==> src/rtl/rfid_pkg.sv <==
// rfid_pkg: shared types and default timing for the reader-side PIE encoder
// and the tag-side decoder bench.
//   pie_state_t      - encoder FSM states
//   PIE_*_TICKS      - default symbol timing, in carrier periods
package rfid_pkg;

  typedef enum logic [1:0] {
    IDLE,
    DELIM,
    SYM_HIGH,
    SYM_LOW
  } pie_state_t;

  localparam int PIE_TARI_TICKS  = 8;  // data-0 length; data-1 is twice this
  localparam int PIE_PW_TICKS    = 4;  // low pulse closing every symbol
  localparam int PIE_DELIM_TICKS = 6;  // carrier-off delimiter

endpackage

==> src/rtl/rise_tick.sv <==
// rise_tick: one-clock pulse on each rising edge of a slow square wave that
// is sampled as data in the system clock domain.
//   clk  - system clock
//   rst  - synchronous active-high reset (clears the history flop)
//   sig  - slow input (e.g. divided carrier)
//   tick - sig & !sig_q
module rise_tick (
  input  logic clk,
  input  logic rst,
  input  logic sig,
  output logic tick
);

  logic sig_q;

  always_ff @(posedge clk) begin
    if (rst) sig_q <= 1'b0;
    else     sig_q <= sig;
  end

  assign tick = sig & ~sig_q;

endmodule

==> src/rtl/pie_encoder.sv <==
// pie_encoder: gates the divided carrier with a PIE envelope. A frame is a
// carrier-off delimiter followed by 8 symbols MSB-first; each symbol is a
// carrier-on phase and a PW_TICKS carrier-off pulse. All phases are timed in
// carrier rising edges (ticks); with no ticks the FSM simply holds.
//   clk_in     - system clock
//   rst_in     - synchronous active-high reset
//   carrier_in - divided carrier, sampled as data
//   data_in    - byte to send, taken on valid_in && ready_out
//   valid_in   - data_in valid
//   ready_out  - encoder idle
//   busy_out   - frame in progress (!ready_out)
//   env_out    - registered envelope, 1 = carrier on
//   tx_out     - carrier_in & env_out
// Legal parameters: 1 <= PW_TICKS < TARI_TICKS, DELIM_TICKS >= 1 and
// DELIM_TICKS <= 2*TARI_TICKS so the delimiter fits the phase counter.
module pie_encoder
  import rfid_pkg::*;
#(
  parameter int TARI_TICKS  = PIE_TARI_TICKS,
  parameter int PW_TICKS    = PIE_PW_TICKS,
  parameter int DELIM_TICKS = PIE_DELIM_TICKS
) (
  input  logic       clk_in,
  input  logic       rst_in,
  input  logic       carrier_in,
  input  logic [7:0] data_in,
  input  logic       valid_in,
  output logic       ready_out,
  output logic       busy_out,
  output logic       env_out,
  output logic       tx_out
);

  localparam int CNT_W = $clog2(2 * TARI_TICKS);

  // Last tick_cnt value of each phase.
  localparam logic [CNT_W-1:0] DELIM_LAST = CNT_W'(DELIM_TICKS - 1);
  localparam logic [CNT_W-1:0] HI0_LAST   = CNT_W'(TARI_TICKS - PW_TICKS - 1);
  localparam logic [CNT_W-1:0] HI1_LAST   = CNT_W'(2 * TARI_TICKS - PW_TICKS - 1);
  localparam logic [CNT_W-1:0] LOW_LAST   = CNT_W'(PW_TICKS - 1);

  logic tick;

  rise_tick u_tick (
    .clk  (clk_in),
    .rst  (rst_in),
    .sig  (carrier_in),
    .tick (tick)
  );

  pie_state_t       state, state_n;
  logic             env, env_n;
  logic [7:0]       shift_reg, shift_n;
  logic [2:0]       bit_cnt, bit_n;
  logic [CNT_W-1:0] tick_cnt, cnt_n;

  always_ff @(posedge clk_in) begin
    if (rst_in) begin
      state     <= IDLE;
      env       <= 1'b1;
      shift_reg <= '0;
      bit_cnt   <= '0;
      tick_cnt  <= '0;
    end else begin
      state     <= state_n;
      env       <= env_n;
      shift_reg <= shift_n;
      bit_cnt   <= bit_n;
      tick_cnt  <= cnt_n;
    end
  end

  always_comb begin
    state_n = state;
    env_n   = env;
    shift_n = shift_reg;
    bit_n   = bit_cnt;
    cnt_n   = tick_cnt;
    case (state)
      IDLE: begin
        // A tick on the accept edge is deliberately not counted: the
        // delimiter starts counting from the first tick after acceptance.
        if (valid_in) begin
          shift_n = data_in;
          bit_n   = 3'd7;
          cnt_n   = '0;
          env_n   = 1'b0;
          state_n = DELIM;
        end
      end
      DELIM: begin
        if (tick) begin
          if (tick_cnt == DELIM_LAST) begin
            env_n   = 1'b1;
            cnt_n   = '0;
            state_n = SYM_HIGH;
          end else begin
            cnt_n = tick_cnt + CNT_W'(1);
          end
        end
      end
      SYM_HIGH: begin
        // High phase length selects the symbol: data-1 is one Tari longer.
        if (tick) begin
          if (tick_cnt == (shift_reg[7] ? HI1_LAST : HI0_LAST)) begin
            env_n   = 1'b0;
            cnt_n   = '0;
            state_n = SYM_LOW;
          end else begin
            cnt_n = tick_cnt + CNT_W'(1);
          end
        end
      end
      SYM_LOW: begin
        if (tick) begin
          if (tick_cnt == LOW_LAST) begin
            env_n = 1'b1;
            cnt_n = '0;
            if (bit_cnt == 3'd0) begin
              state_n = IDLE;
            end else begin
              shift_n = {shift_reg[6:0], 1'b0};
              bit_n   = bit_cnt - 3'd1;
              state_n = SYM_HIGH;
            end
          end else begin
            cnt_n = tick_cnt + CNT_W'(1);
          end
        end
      end
      default: begin
        state_n = IDLE;
        env_n   = 1'b1;
      end
    endcase
  end

  assign ready_out = (state == IDLE);
  assign busy_out  = ~ready_out;
  assign env_out   = env;
  assign tx_out    = carrier_in & env;

endmodule
==> config.mk <==
export PLATFORM = sky130hd
export DESIGN_NAME = pie_encoder
export DESIGN_NICKNAME = d
export VERILOG_FILES = /design/src/rtl/rfid_pkg.sv /design/src/rtl/rise_tick.sv /design/src/rtl/pie_encoder.sv
export SDC_FILE = /design/constraint.sdc
export NUM_CORES = 1
export LEC_CHECK = 0
export ABC_CLOCK_PERIOD_IN_PS = 4560
export BUFFER_PORTS_ARGS = -buffer_cell sky130_fd_sc_hd__buf_2
export CELL_PAD_IN_SITES_DETAIL_PLACEMENT = 0
export CELL_PAD_IN_SITES_GLOBAL_PLACEMENT = 1
export CORE_UTILIZATION = 29
export CTS_CLUSTER_DIAMETER = 40
export DETAILED_ROUTE_END_ITERATION = 6
export PLACE_DENSITY = 0.59
export SLEW_MARGIN = 20
export SYNTH_ARGS = -nofsm -noshare
export SYNTH_HDL_FRONTEND = slang
export SYNTH_SLANG_ARGS = --single-unit
==> constraint.sdc <==
create_clock -name clk_in -period 4.56 [get_ports clk_in]
set_input_delay 0.456 -clock clk_in [delete_from_list [all_inputs] [get_ports clk_in]]
set_output_delay 0.456 -clock clk_in [all_outputs]
set_load 0.01 [all_outputs]
==> results_dict.tcl <==
set metrics [dict create \
    clkSinkCount 19 \
    dp_hpwl_um 1600 \
    start_util_pct 31.1 \
    cts-root-buf "clkbuf_8" \
    max-vdd-ir-drop_mv 0.117 \
    antenna_found_initial 0 \
    finalInstanceArea_mm2 0.00121 \
    netlist_area_mm2 0.00107 \
    hold_end "u_tick.sig_q$_SDFF_PP0_" \
    grt_pass1_vias 942 \
    port_buffers 15 \
    worst_setup_path_end_kind "flop" \
    max_slew_margin_pct 57.4 \
    crit_slowest_cell "dfxtp_1" \
    path_class "reg2reg" \
    slowest_delay_ps 400 \
    final.setup_skew_ps 7.21 \
    cp_cell_sequence "ha_1, nand2b_1, o41ai_2, buf_4, nor2_1, a311oi_1" \
    r2r-end "shift_reg[7]$_SDFFE_PP0P_" \
    yosysWarnings 0 \
    finalNetCount 160 \
    cp.required_ps 4720 \
    outcome "finished, final reports clean" \
    num_vias 939 \
    drt_iter0_drc 53 \
    synthFlopType "dfxtp_1" \
    hold-path-cell-count 2 \
    dieArea_mm2 0.00394 \
    p_leak_nw 0.480 \
    async_flop_share_pct 0 \
    cp_num_buf_inv 1 \
    crit_arrival_ps 1930 \
    drive_gt1_share_pct 17.5 \
    synth_enable_flop_cells 0 \
    powerDensity_mw_per_mm2 312 \
    detail-route-antenna-nets 0 \
    fp.dieH_um 62.7 \
    drcViolationCount 0 \
    cts_tree "yes" \
    synth-seq-area-share_pct 35.6 \
    synth.net_count 146 \
    final_cell_mix "nand2_1 (22), dfxtp_1 (19), buf_2 (15)" \
    place_congestion 0.764 \
    die_w_um 62.7 \
    syn_to_final_growth_pct 13.0 \
    cts_resized 0 \
    htree_num_levels 1 \
    via_per_inst 4.97 \
    clock_path_buffers 2 \
    numCtsBuffers 3 \
    utilization_pct 35.1 \
    r2r_slack_ps 2790 \
    final_common_cell "nand2_1" \
    clk_latency_ps 260 \
    rows 21 \
    cap_violations 0 \
    holdWs_ps 448 \
    grt_max_degree 22 \
    period_share_pct 38.7 \
    finalHoldViolations 0 \
    startpoint_type "flop" \
    pin_count 16 \
    rr_worst_depth 6 \
    core_area_mm2 0.00344 \
    wl_um 2200 \
    synthCells 130 \
    fmax_mhz 567 \
    hold_path_startpoint "carrier_in" \
    grt_overflow 0 \
    diodes 0 \
    clk_pin_slew_worst_paths_ps 80 \
    post_cts_buffers 0 \
    hp-class "in2reg" \
    yosys_register_bits 19 \
    track_usage_pct 12.6 \
    routedWlPerCell_um 11.7 \
    r2r_start "tick_cnt[0]$_SDFFE_PP0P_" \
    cts_hold_buf 0 \
    path_max_fanout 21 \
    first_pass_iters 4 \
    crit_family "compound AO/OA/AOI/OAI gates" \
    placed_area_mm2 0.00116 \
    setup_violations 0 \
    maxSlewViolCount 0 \
    rsz0062_at_grt "false" \
    grt_pass1_wl_um 3960 \
    largest_register_ffs 8 \
    fin_setup_tns_ps 0 \
    ys_types 39 \
    syn_avg_cell_area_um2 8.23 \
    worst_pin_slew_ps 632 \
    period_needed_ps 1770 \
]
-- cell usage after synthesis (3+ instances only) --
master | n | area share [%]
a21oi_1 | 3 | 1.4
a311oi_1 | 8 | 6.5
a31oi_1 | 3 | 1.8
dfxtp_1 | 19 | 36
ha_1 | 4 | 4.7
inv_1 | 11 | 3.9
nand2_1 | 22 | 7.7
nor2_1 | 13 | 4.6
nor2b_1 | 3 | 1.8
o211ai_1 | 3 | 2.1
o21ai_0 | 3 | 1.4
o22a_1 | 3 | 2.5
-- cell families after synthesis --
| kind of cell | synth area share [%] |
|---|---|
| multiplexers | 0.936 |
| flip-flops | 35.6 |
| AND/OR/NAND/NOR | 25.6 |
| AO/OA/AOI/OAI | 23.7 |
| buffers and inverters | 8.66 |
| adder cells (fa/ha/maj) | 4.68 |
| XOR/XNOR | 0.819 |
-- area by class of cell --
type / count / area, um^2
fill: 369 / 2230
multi-input combinational: 92 / 597
sequential: 19 / 380
timing repair buffer: 16 / 82.6
tap: 46 / 57.6
inverter: 12 / 45.0
clock buffer: 3 / 41.3
clock inverter: 1 / 5.00
-- per-stage QoR --
stage / setup slack, ps / total power, mW / std cells
3_3_place_gp: 2820 / 0.263 / 185
3_5_place_dp: 2810 / 0.265 / 185
4_1_cts: 2780 / 0.386 / 189
5_1_grt: 2570 / 0.404 / 189
2_1_floorplan: 2990 / 0.246 / 130
6_report: 2790 / 0.377 / 189
-- power breakdown --
| part | leakage, nW | total [mW] | internal, mW | switching (mW) |
|---|---|---|---|---|
| Sequential | 0.157 | 0.190 | 0.180 | 0.00988 |
| Combinational | 0.298 | 0.0703 | 0.0312 | 0.0391 |
| Clock | 0.0255 | 0.117 | 0.0608 | 0.0566 |
| Total | 0.480 | 0.377 | 0.272 | 0.106 |
-- metal layers --
metal  vias to the layer above  share of wire (%)  global-route usage, %
met5                         -                  0                      0
met4                         0                1.9                   6.69
met3                         5                3.6                   2.74
met2                        20                 46                   21.1
met1                       433                 49                   15.0
li1                        481                  -                      -
-- how the worst max path moves through the flow --
stage                        startpoint                        end  slack [ps]  cells after the start
6_report       tick_cnt[0]$_SDFFE_PP0P_  shift_reg[7]$_SDFFE_PP0P_        2790                      6
5_1_grt        tick_cnt[0]$_SDFFE_PP0P_  shift_reg[7]$_SDFFE_PP0P_        2570                      6
4_1_cts        tick_cnt[0]$_SDFFE_PP0P_  shift_reg[7]$_SDFFE_PP0P_        2780                      6
3_5_place_dp                   valid_in       env_out$_SDFFE_PP1P_        2810                      5
3_3_place_gp                   valid_in      state[1]$_SDFFE_PP0P_        2820                      5
2_1_floorplan  tick_cnt[0]$_SDFFE_PP0P_    bit_cnt[2]$_SDFFE_PP0P_        2990                      6
(Power assumes the default switching activity.)
